[src/rtl/hex_disp_pkg.sv]
// Shared segment type and active-low a..g glyph constants for the hex scanner.
package hex_disp_pkg;

    // seg[0] is segment a, so the literals below read a..g left to right.
    typedef logic [0:6] seg_t;

    localparam seg_t SEG_0     = 7'b0000001;
    localparam seg_t SEG_1     = 7'b1001111;
    localparam seg_t SEG_2     = 7'b0010010;
    localparam seg_t SEG_3     = 7'b0000110;
    localparam seg_t SEG_4     = 7'b1001100;
    localparam seg_t SEG_5     = 7'b0100100;
    localparam seg_t SEG_6     = 7'b0100000;
    localparam seg_t SEG_7     = 7'b0001111;
    localparam seg_t SEG_8     = 7'b0000000;
    localparam seg_t SEG_9     = 7'b0000100;
    localparam seg_t SEG_A     = 7'b0001000;
    localparam seg_t SEG_B     = 7'b1100000;
    localparam seg_t SEG_C     = 7'b0110001;
    localparam seg_t SEG_D     = 7'b1000010;
    localparam seg_t SEG_E     = 7'b0110000;
    localparam seg_t SEG_F     = 7'b0111000;
    localparam seg_t SEG_BLANK = 7'b1111111;

endpackage

[src/rtl/hex_seg_lut.sv]
// Combinational nibble to active-low seven-segment glyph decoder.
module hex_seg_lut
    import hex_disp_pkg::*;
(
    input  logic [3:0] nibble,
    output seg_t       glyph
);

    always_comb begin
        glyph = SEG_BLANK;
        case (nibble)
            4'h0: glyph = SEG_0;
            4'h1: glyph = SEG_1;
            4'h2: glyph = SEG_2;
            4'h3: glyph = SEG_3;
            4'h4: glyph = SEG_4;
            4'h5: glyph = SEG_5;
            4'h6: glyph = SEG_6;
            4'h7: glyph = SEG_7;
            4'h8: glyph = SEG_8;
            4'h9: glyph = SEG_9;
            4'hA: glyph = SEG_A;
            4'hB: glyph = SEG_B;
            4'hC: glyph = SEG_C;
            4'hD: glyph = SEG_D;
            4'hE: glyph = SEG_E;
            4'hF: glyph = SEG_F;
            default: glyph = SEG_BLANK;
        endcase
    end

endmodule

[src/rtl/hex_display_scanner.sv]
// Time-multiplexed common-anode hex display driver with leading-zero blanking.
// Define HEX_BLINK_EN to add the blink_mask port and per-digit blink.
module hex_display_scanner
    import hex_disp_pkg::*;
#(
    parameter int NUM_DIGITS  = 4,
    parameter int REFRESH_DIV = 50000,
    parameter int BLINK_DIV   = 25000000,
    localparam int IDX_W      = (NUM_DIGITS > 1) ? $clog2(NUM_DIGITS) : 1
)
(
    input  logic                    clk,
    input  logic                    reset,
    input  logic [4*NUM_DIGITS-1:0] value,
    input  logic                    load,
    input  logic                    lz_blank,
`ifdef HEX_BLINK_EN
    input  logic [NUM_DIGITS-1:0]   blink_mask,
`endif
    output seg_t                    seg,
    output logic [NUM_DIGITS-1:0]   an,
    output logic [IDX_W-1:0]        digit_idx
);

    localparam int               TICK_W    = $clog2(REFRESH_DIV);
    localparam logic [TICK_W-1:0] TICK_LAST = TICK_W'(REFRESH_DIV - 1);
    localparam logic [IDX_W-1:0]  IDX_LAST  = IDX_W'(NUM_DIGITS - 1);

    logic [TICK_W-1:0]       tick;
    logic [IDX_W-1:0]        idx;
    logic [4*NUM_DIGITS-1:0] shadow;
    logic                    idx_change;
    logic [NUM_DIGITS-1:0]   lz_vec;
    logic [NUM_DIGITS-1:0]   blink_vec;
    logic                    zero_run;
    logic [3:0]              cur_nib;
    logic                    cur_blank;
    seg_t                    cur_glyph;

    assign idx_change = (tick == TICK_LAST);

    // Stage p0: scan counters and shadow register
    always_ff @(posedge clk or posedge reset) begin
        if (reset) begin
            tick   <= '0;
            idx    <= '0;
            shadow <= '0;
        end else begin
            if (load)
                shadow <= value;
            if (idx_change) begin
                tick <= '0;
                idx  <= (idx == IDX_LAST) ? '0 : idx + 1'b1;
            end else begin
                tick <= tick + 1'b1;
            end
        end
    end

`ifdef HEX_BLINK_EN
    localparam int                BLINK_W    = $clog2(BLINK_DIV);
    localparam logic [BLINK_W-1:0] BLINK_LAST = BLINK_W'(BLINK_DIV - 1);

    logic [BLINK_W-1:0] blink_cnt;
    logic               blink_on;

    always_ff @(posedge clk or posedge reset) begin
        if (reset) begin
            blink_cnt <= '0;
            blink_on  <= 1'b1;
        end else if (blink_cnt == BLINK_LAST) begin
            blink_cnt <= '0;
            blink_on  <= ~blink_on;
        end else begin
            blink_cnt <= blink_cnt + 1'b1;
        end
    end

    assign blink_vec = blink_on ? '0 : blink_mask;
`else
    assign blink_vec = '0;
`endif

    // Walk from the top digit down: a digit is a leading zero while every digit above it is zero too.
    always_comb begin
        zero_run  = 1'b1;
        lz_vec    = '0;
        cur_nib   = '0;
        cur_blank = 1'b0;
        for (int k = NUM_DIGITS - 1; k >= 0; k--) begin
            zero_run  = zero_run & (shadow[4*k +: 4] == 4'h0);
            lz_vec[k] = zero_run & (k != 0);
        end
        for (int k = 0; k < NUM_DIGITS; k++) begin
            if (idx == IDX_W'(k)) begin
                cur_nib   = shadow[4*k +: 4];
                cur_blank = (lz_blank & lz_vec[k]) | blink_vec[k];
            end
        end
    end

    hex_seg_lut u_lut (
        .nibble (cur_nib),
        .glyph  (cur_glyph)
    );

    // Stage p1: registered outputs; the index-change cycle is dark to avoid ghosting
    always_ff @(posedge clk or posedge reset) begin
        if (reset) begin
            seg       <= SEG_BLANK;
            an        <= '1;
            digit_idx <= '0;
        end else begin
            digit_idx <= idx;
            if (idx_change) begin
                seg <= SEG_BLANK;
                an  <= '1;
            end else begin
                seg <= cur_blank ? SEG_BLANK : cur_glyph;
                an  <= ~(NUM_DIGITS'(1) << idx);
            end
        end
    end

endmodule

[config.mk]
export PLATFORM = sky130hd
export DESIGN_NAME = hex_display_scanner
export DESIGN_NICKNAME = d
export VERILOG_FILES = /design/src/rtl/hex_disp_pkg.sv /design/src/rtl/hex_seg_lut.sv /design/src/rtl/hex_display_scanner.sv
export SDC_FILE = /design/constraint.sdc
export NUM_CORES = 1
export LEC_CHECK = 0
export ABC_AREA = 1
export BUFFER_PORTS_ARGS = -buffer_cell sky130_fd_sc_hd__buf_4
export CAP_MARGIN = 40
export CORE_AREA = 2 2 71 73
export CTS_BUF_LIST = sky130_fd_sc_hd__clkbuf_4 sky130_fd_sc_hd__clkbuf_8
export DETAILED_ROUTE_END_ITERATION = 10
export DIE_AREA = 0 0 73 75
export PLACE_DENSITY = 0.77
export SLEW_MARGIN = 20
export SYNTH_ARGS = -nofsm -noshare
export SYNTH_HDL_FRONTEND = slang
export SYNTH_SLANG_ARGS = --single-unit
[constraint.sdc]
create_clock -name clk -period 1.81 [get_ports clk]
set_input_delay 0.0905 -clock clk [delete_from_list [all_inputs] [get_ports clk]]
set_output_delay 0.0905 -clock clk [all_outputs]
set_load 0.05 [all_outputs]
==> results of run 1 <==
[worst register-to-register path, cell delays in order, from the launching register on]
cell     delay, ns
dfrtp_2       0.44
inv_2         0.13
ha_4          0.18
nand2_2       0.05
nand2_2       0.06
nand3_2       0.06
nand2_2       0.10
o21ai_4       0.08
buf_6         0.13
ha_4          0.25
nand2_1       0.05
nor2_1        0.15
nor2_1        0.06
nand2_1       0.06
[synthesized netlist by cell type, drive strengths merged, types with 3 or more instances]
cell type	count
nor2	25
nand3	26
dfstp	11
mux2	9
xor2	5
a21oi	11
inv	42
buf	3
ha	11
nand2	71
dfrtp	36
o21ai	18
nor3	10
[layout make-up]
class / instances / area (um2) / area share
clock buffer: 7 / 83.8 / 0.0260
clock inverter: 1 / 5.00 / 0.00155
inverter: 42 / 163 / 0.0504
multi-input combinational: 191 / 1240 / 0.384
sequential: 47 / 1190 / 0.369
tap: 54 / 67.6 / 0.0209
timing repair buffer: 59 / 475 / 0.147
[power by group]
group / internal, mW / total, mW / switching, mW
registers: 1.13 / 1.16 / 0.0313
clock network: 0.302 / 0.639 / 0.337
logic: 0.177 / 0.449 / 0.272
total: 1.60 / 2.25 / 0.640
[logic make-up after synthesis]
kind of cell / after synthesis / share of synthesized area
xor gates and xnor gates: 5 / 0.0178
adders and majority gates: 11 / 0.0559
DFF: 47 / 0.483
muxes: 9 / 0.0412
and+or+nand+nor: 135 / 0.248
buffers and inverters: 46 / 0.0752
AOI/OAI and AO/OA: 31 / 0.0788
[cells in the final DEF, fill, tap and decap left out, types with 9 or more instances in the layout]
cell type and n:
dfstp_2 11, nand2_2 9, nand3_1 20, nor3_1 9, nand2_1 61, inv_2 10
inv_1 30, dfrtp_1 34, o21ai_0 10, mux2_2 9, buf_4 51, nor2_1 22
[per-layer routing]
layer	wire length (um)	vias up	global-route usage
met5	0	-	0
met4	94	0	0.0658
met3	202	8	0.0375
met2	2790	59	0.342
met1	2240	974	0.250
li1	-	1020	-
[sequential cells by signal (all words and copies together), names as in the netlist]
name       count
an             4
digit_idx      2
idx            2
seg            7
shadow        16
tick          16
[worst paths after layout]
check	start	endpoint	slack, ns	cells after the start
worst max-delay path	idx[0]	seg[5]	-0.03	13
worst min-delay path	value[9]	shadow[9]	0.008	3
worst max register to register	idx[0]	seg[5]	-0.03	13
worst min register to register	idx[0]	digit_idx[0]	0.45	0
max in group asynchronous	reset	an[0]	0.91	4
min in group asynchronous	reset	shadow[10]	0.34	3
[repair_timing]
| item | CTS | global route |
|---|---|---|
| hold endpoints to repair | 13 | 0 |
| setup buffers | 1 | 4 |
| hold buffers | 5 | 0 |
| gates resized for setup | 14 | 26 |
| setup endpoints to repair | 7 | 7 |
| pin swaps | 1 | 7 |
==> run_results.csv, run 1 <==
group,metric,value,unit
clock_tree,clockBufferDepth,2,
clock_tree,clk_latency,0.30,ns
placement,detailedPlace.worstSlack,-0.176,ns
power,peakVddDrop,490,uV
die,core,4660,um2
power,power_density,696,nW/um2
clock_tree,cts_tree,"built",
synth,synth-async-reset-ratio,1.00,
synth,ys_warn_count,0,
placement,dp.cells,383,
run_status,status,"finished, violations left",
placement,place_congestion,0.865,
drt,antenna_left,0,
clock_tree,clkSinkCount,47,
synth,netlist_instances,284,
drt,via_per_inst,5.14,
synth,yosysSeqAreaShare,0.483,
synth,syn-num-nets,315,
finish,nFillCells,352,
global_route,antenna_found_initial,0,
die,start_util,0.528,
worst_setup_path,crit_fanout,4,
global_route,grt_pass1_wl,8310,um
worst_setup_path,arrival,2.09,ns
sta,tightest_slew,0.399,ns
synth,yosysTopAreaCell,"dfrtp_1",
drt,wl_per_cell,13.3,um
sta,post-route-period-util,1.02,
global_route,grt_max_degree,31,
worst_setup_path,critical-path-top-delay-family,"simple AND/OR/NAND/NOR gates",
sta,clock_skew,0.00452,ns
finish,final_nets,377,
die,die_h,75,um
sta,min_period,1.84,ns
synth,synth_edf_count,0,
drt,routed_wl,5330,um
sta,fin_setup_tns,-0.0567,ns
synth,synth_area,2460,um2
synth,yosys.area.top_type_share,0.366,
worst_setup_path,path_buf_inv,2,
worst_setup_path,start_kind,"flip-flop",
clock_tree,clkTransAtPathRegs,0.08,ns
finish,synthToLayoutAreaGrowth,31.2,%
worst_setup_path,endpoint_kind,"flip-flop",
finish,stdcell_area,3230,um2
sta,finalHoldViolations,0,
global_route,gr-total-overflow,0,
finish,finish.utilization,0.693,
placement,dpl.hpwl,3510,um
die,die_w,73,um
placement,place_area,2880,um2
clock_tree,cts_inserted_buffers,5,
sta,fmaxAchievable,542,MHz
sta,finalWorstSetupSlack,-0.0336,ns
flow_run,cap_violations,0,
worst_setup_path,critPathKind,"reg2reg",
clock_tree,h-tree-depth,2,
finish,drive_above_1_share,0.383,
run_status,violations,"setup timing",
synth,synthFlopType,"dfrtp_1",
sta,report.final.slew_viol_count,0,
power,finalPower,2.25,mW
worst_setup_path,critPathMostFrequentCell,"nand2_2",
worst_setup_path,cp.required,2.06,ns
synth,ys_types,31,
worst_setup_path,cpPeakStageDelay,0.44,ns
worst_setup_path,slowest_stage,"dfrtp_2",
die,die_area,5480,um2
drt,dr_total_vias,2061,
synth,syn_area_per_cell,8.67,um2
drt,drt_iter0_drc,128,
die,row_count,25,
global_route,grt_pass1_vias,1873,
placement,port_buffers,32,
global_route,track_usage,0.198,
worst_setup_path,crit_chain,"inv_2 > ha_4 > nand2_2 > nand2_2 > nand3_2 > nand2_2 > o21ai_4 > buf_6 > ha_4 > nand2_1 > nor2_1 > nor2_1 > nand2_1",
die,ios,33,
min_path,hold_path.class,"in2reg",
finish,antennaDiodeCount,0,
sta,rsz0062_at_grt,"true",
sta,slew_headroom,0.733,
clock_tree,cts.root.buffer_cell,"clkbuf_8",
power,power_leakage,1.58,nW
drt,drc_errors,0,
drt,firstDrtPassIters,4,
synth,ys_ff_latch,47,
sta,holdWs,0.00829,ns
synth,yosys-top-cells-area,"dfrtp_1 (37%), dfstp_2 (12%), nand2_1 (9.8%), ha_1 (5.6%), inv_1 (5.3%)",
sta,setup_viol,3,
finish,fin_cells,401,
No activity file was read; power rests on OpenSTA's default activity.
==> run 2, diff against run 1 <==
- REMOVE_ABC_BUFFERS: default -> 1
==> run 2 against run 1 <==
Die area unchanged. Highest routed layer unchanged. Utilization down 0.72 points. Sequential cell count stayed put. Total power up 7.6%. The flow still finishes with violations (setup timing). Cell count fell by 0.75%. First-iteration DRC count is 34% lower. Critical path type unchanged.
==> run_results.csv, run 2 (synthesized netlist as in run 1, its figures left out) <==
group,metric,value,unit
worst_setup_path,worstRegToRegCells,13,
die,core,4660,um2
global_route,antenna_found_initial,0,
worst_setup_path,cp.required,2.04,ns
worst_setup_path,path_buf_inv,4,
drt,firstDrtPassIters,4,
global_route,grt_max_degree,24,
drt,met2WireLength,2740,um
drt,via_per_inst,5.30,
sta,setup_viol,1,
sta,min_period,1.83,ns
sta,clock_skew,0.00447,ns
finish,nFillCells,351,
sta,finalWorstSetupSlack,-0.0177,ns
drt,wl_per_cell,13.3,um
clock_tree,cts_tree,"built",
clock_tree,clk_latency,0.30,ns
drt,drt_iter0_drc,85,
global_route,grt_pass1_wl,8500,um
die,die_w,73,um
finish,antennaDiodeCount,0,
run_status,status,"finished, violations left",
sta,rsz0062_at_grt,"true",
drt,antenna_left,0,
sta,report.final.slew_viol_count,0,
clock_tree,h-tree-depth,2,
die,die_area,5480,um2
drt,dr_total_vias,2108,
placement,place_area,2850,um2
clock_tree,cts.root.buffer_cell,"clkbuf_8",
die,ios,33,
worst_setup_path,reg2reg_slack,-0.02,ns
worst_setup_path,cpPeakStageDelay,0.46,ns
worst_setup_path,critPathKind,"reg2reg",
drt,m1WireLength,2200,um
finish,stdcell_area,3190,um2
global_route,grt_pass1_vias,1984,
sta,finalHoldViolations,0,
power,power_leakage,1.56,nW
worst_setup_path,critPathMostFrequentCell,"nand2_1",
worst_setup_path,critical-path-top-delay-family,"flip-flops",
flow_run,cap_violations,0,
power,peakVddDrop,447,uV
sta,fmaxAchievable,547,MHz
clock_tree,clockBufferDepth,2,
worst_setup_path,worst_r2r_endpoint,"seg[3]",
die,die_h,75,um
power,power_density,756,nW/um2
finish,reg_top3,"shadow x16, tick x16, seg x7",
worst_setup_path,slowest_stage,"dfrtp_2",
placement,port_buffers,32,
placement,dpl.hpwl,3710,um
global_route,gr-total-overflow,0,
clock_tree,cts_inserted_buffers,5,
drt,routed_wl,5290,um
finish,fin_cells,398,
min_path,hold_path.class,"in2reg",
sta,slew_headroom,0.796,
finish,synthToLayoutAreaGrowth,29.8,%
drt,wl_met3,251,um
die,start_util,0.528,
sta,tightest_slew,0.306,ns
finish,layout_common_cells,"nand2_1 (63), buf_4 (49), dfrtp_1 (35), inv_1 (30)",
placement,place_congestion,0.933,
finish,final_nets,374,
clock_tree,clkSinkCount,47,
min_path,hp-start,"value[13]",
placement,dp.cells,381,
finish,layout_commonest_cell,"nand2_1",
run_status,violations,"setup timing",
drt,drc_errors,0,
worst_setup_path,start_kind,"flip-flop",
worst_setup_path,worstReg2RegStart,"idx[1]",
min_path,whs_endpoint,"shadow[13]",
sta,post-route-period-util,1.01,
worst_setup_path,crit_fanout,5,
global_route,track_usage,0.201,
finish,drive_above_1_share,0.372,
min_path,holdPathStages,3,
worst_setup_path,crit_chain,"inv_4 > ha_4 > inv_2 > nand3_2 > nand3_4 > a21boi_4 > buf_4 > inv_1 > ha_1 > nand2_1 > nand2_1 > nand2_1 > nand3_1",
worst_setup_path,arrival,2.06,ns
clock_tree,clkTransAtPathRegs,0.09,ns
worst_setup_path,endpoint_kind,"flip-flop",
drt,top_layer,"met4",
die,row_count,25,
## run 2: cell count changes in the layout (fill, tap and decap cells not counted), moves of 2 or more
cell,before,now
buf_4,51,49
nor2_2,2,4
nand2_2,9,7
nor2_1,22,20
nand2_1,61,63
## run 2: final cells by class
class	instances	area, um2	share of cell area
multi-input cells	191	1220	0.382
flip-flops and latches	47	1190	0.373
repair buffers	56	440	0.138
inverters	42	160	0.0501
clock buffers	7	83.8	0.0262
well taps	54	67.6	0.0212
clock inverters	1	30.0	0.00940
## run 2: power by group
group	internal, mW	leakage (nW)	total (mW)	switching, mW
logic	0.180	0.932	0.458	0.278
clock network	0.444	0.0593	0.798	0.355
registers	1.13	0.569	1.16	0.0317
total	1.75	1.56	2.41	0.664
## run 2: layer usage
metal,global-route usage,vias to the layer above
met5,0,-
met4,0.0700,0
met3,0.0455,12
met2,0.360,61
met1,0.239,1011
li1,-,1024
## run 2: worst max-delay path by stage
stage,endpoint,cells after the start,slack (ns),start
2_1_floorplan,seg[3],12,0.02,idx[1]
3_3_place_gp,seg[6],10,-0.07,idx[0]
3_5_place_dp,seg[1],12,-0.15,idx[1]
4_1_cts,seg[3],12,-0.04,idx[1]
5_1_grt,seg[3],13,-0.11,idx[1]
6_report,seg[3],13,-0.02,idx[1]
## run 2: repair_timing
action	in CTS	in global routing
endpoints found under the setup margin	7	7
hold buffers	5	0
cloned	0	0
pin swaps	3	8
resized for setup	14	20
hold endpoints to repair	12	0
buffers inserted	2	2
## run 2: stage by stage
stage	setup TNS (ns)	power [mW]	hold slack [ns]	setup WS, ns	utilization
after global routing	-0.386	2.51	0.00747	-0.113	0.685
final	-0.0177	2.41	0.00118	-0.0177	0.685
after floorplan	0	1.43	0.198	0.0232	-
after detailed placement	-0.817	1.57	0.0696	-0.151	0.612
after CTS	-0.0421	2.39	0.00103	-0.0421	0.661
after global placement	-0.362	1.56	0.0627	-0.0737	0.612
## run 2: worst reg2reg max path, delay by kind of cell (launching register included)
kind | cells | cell delay, ns
buf+inv | 4 | 0.31
simple gates | 6 | 0.46
flops | 1 | 0.46
fa+ha+maj | 2 | 0.34
compound gates | 1 | 0.18
==> run 3, diff against run 2 <==
- CORE_AREA: 2 2 71 73 -> 2 2 77 79
- DIE_AREA: 0 0 73 75 -> 0 0 79 81
- PLACE_DENSITY: 0.77 -> 0.66
==> run 3 against run 2 <==
The flow still finishes with violations (setup timing). Critical path depth stayed put. Sequential power about the same. Clock power fell by 21%. Setup slack worse by 0.011 ns.
==> run_results.csv, run 3 (synthesized netlist as in run 1, its figures left out) <==
group,metric,value,unit
worst_setup_path,endpoint_kind,"flip-flop",
sta,clock_skew,0.00365,ns
power,swShare,0.281,
worst_setup_path,cp.required,2.05,ns
global_route,grt_pass1_vias,1866,
clock_tree,cts_tree,"built",
power,p_clk_frac,0.280,
power,seq_power_share,0.515,
die,core,5680,um2
finish,reg_top3,"shadow x16, tick x16, seg x7",
drt,top_layer,"met4",
finish,final_nets,377,
finish,synthToLayoutAreaGrowth,32.6,%
sta,setup_viol,2,
finish,fin_cells,421,
sta,fmaxAchievable,544,MHz
die,ios,33,
sta,post-route-period-util,1.02,
worst_setup_path,critPathMostFrequentCell,"nand2_2",
worst_setup_path,crit_fanout,4,
global_route,grt_max_degree,48,
sta,finalWorstSetupSlack,-0.0287,ns
die,start_util,0.434,
power,peakVddDrop,310,uV
finish,nFillCells,528,
finish,regArea,1190,um2
finish,stdcell_area,3260,um2
die,die_w,79,um
worst_setup_path,critPathKind,"reg2reg",
sta,report.final.slew_viol_count,0,
finish,drive_above_1_share,0.390,
drt,m1WireLength,2150,um
drt,met2WireLength,2530,um
sta,rsz0062_at_grt,"true",
worst_setup_path,arrival,2.08,ns
clock_tree,cts.root.buffer_cell,"clkbuf_8",
power,p_comb_frac,0.205,
global_route,gr-total-overflow,0,
finish,multiInputGateArea,1260,um2
placement,port_buffers,32,
placement,place_congestion,0.857,
clock_tree,cts_inserted_buffers,5,
sta,slew_headroom,0.616,
worst_setup_path,cpPeakStageDelay,0.43,ns
sta,finalHoldViolations,0,
finish,layout_commonest_cell,"nand2_1",
power,intPower,1.61,mW
run_status,status,"finished, violations left",
min_path,hold_path.class,"in2reg",
die,die_area,6400,um2
run_status,violations,"setup timing",
finish,antennaDiodeCount,0,
clock_tree,clkTransAtPathRegs,0.08,ns
worst_setup_path,crit_chain,"inv_2 > ha_4 > nand2_2 > nand2_2 > nand3_2 > nand2_2 > o21ai_4 > inv_2 > ha_4 > nand3_2 > o21ai_1 > nand2_1 > nand2_1",
drt,drc_errors,0,
worst_setup_path,slowest_stage,"dfrtp_1",
drt,wl_met3,202,um
worst_setup_path,start_kind,"flip-flop",
drt,firstDrtPassIters,4,
power,power_leakage,1.58,nW
clock_tree,clockBufferDepth,2,
sta,tightest_slew,0.576,ns
power,power_density,688,nW/um2
drt,dr_total_vias,2008,
drt,wl_per_cell,11.8,um
global_route,track_usage,0.161,
die,row_count,28,
clock_tree,h-tree-depth,2,
global_route,grt_pass1_wl,8060,um
clock_tree,clkSinkCount,47,
power,p_switching,0.632,mW
flow_run,cap_violations,0,
placement,dpl.hpwl,3470,um
die,die_h,81,um
drt,via_per_inst,4.77,
finish,layout_common_cells,"nand2_1 (58), buf_4 (49), dfrtp_1 (35), inv_1 (30), nor2_1 (22)",
placement,place_area,2900,um2
clock_tree,clk_latency,0.29,ns
drt,routed_wl,4960,um
global_route,antenna_found_initial,0,
drt,antenna_left,0,
drt,drt_iter0_drc,60,
sta,min_period,1.84,ns
placement,dp.cells,405,
==> run 3: cell count changes in the layout (fill, tap and decap cells not counted), moves of 2 or more <==
cell and delta:
nand2_1 -5, clkbuf_4 -2, nand3_1 -2, nor2_1 +2, nand2_2 +5, buf_6 +2, nor2_2 -2
==> run 3: power groups by stage <==
stage / Combinational [mW] / Sequential [mW] / Clock (mW)
floorplan: 0.168 / 1.27 / 0
global placement: 0.390 / 1.18 / 0
detailed placement: 0.394 / 1.18 / 0
CTS: 0.410 / 1.16 / 0.661
global route: 0.502 / 1.16 / 0.700
finish: 0.460 / 1.16 / 0.629
==> run 3: final cells by class <==
| type | count | area share |
|---|---|---|
| Tap cell | 75 | 0.0287 |
| Sequential cell | 47 | 0.365 |
| Timing Repair Buffer | 59 | 0.145 |
| Clock inverter | 1 | 0.00153 |
| Inverter | 42 | 0.0498 |
| Multi-Input combinational cell | 191 | 0.385 |
| Clock buffer | 6 | 0.0253 |
==> run 3: metal layers <==
layer	vias to the layer above	track usage
met5	-	0
met4	0	0.0483
met3	8	0.0411
met2	45	0.293
met1	929	0.187
li1	1026	-
==> run 3: through the flow <==
step | utilization | TNS (ns) | worst slack [ns] | hold slack [ns] | power (mW)
after global placement | 0.511 | -0.536 | -0.0981 | 0.280 | 1.57
after global routing | 0.575 | -0.566 | -0.130 | 0.00934 | 2.37
after CTS | 0.550 | -0.0424 | -0.0225 | 0.00516 | 2.23
after floorplan | - | 0 | 0.0232 | 0.198 | 1.43
final | 0.575 | -0.0536 | -0.0287 | 0.0102 | 2.25
after detailed placement | 0.511 | -0.767 | -0.156 | 0.286 | 1.57
==> run 3: worst max-delay path, delay by kind of cell, from the launching register on <==
| family | cells | cell delay (ns) |
|---|---|---|
| compound gates | 2 | 0.22 |
| simple gates | 7 | 0.53 |
| buf+inv | 2 | 0.27 |
| flops | 1 | 0.43 |
| fa+ha+maj | 2 | 0.34 |
==> run 3: what timing repair did <==
| action | CTS | global route |
|---|---|---|
| setup endpoints to repair | 7 | 6 |
| hold endpoints to repair | 41 | 0 |
| gates cloned | 0 | 0 |
| hold buffers | 6 | 0 |
| resized for setup | 18 | 27 |
| buffers inserted | 1 | 2 |
| pin swaps | 3 | 12 |
==> run 3: worst paths after layout <==
check / depth (start not counted) / slack [ns] / startpoint / end
max: 13 / -0.03 / idx[0] / seg[1]
min: 3 / 0.01 / value[9] / shadow[9]
max reg2reg: 13 / -0.03 / idx[0] / seg[1]
min reg2reg: 1 / 0.47 / tick[13] / tick[13]
max in group asynchronous: 4 / 0.90 / reset / idx[1]
min in group asynchronous: 4 / 0.48 / reset / tick[11]
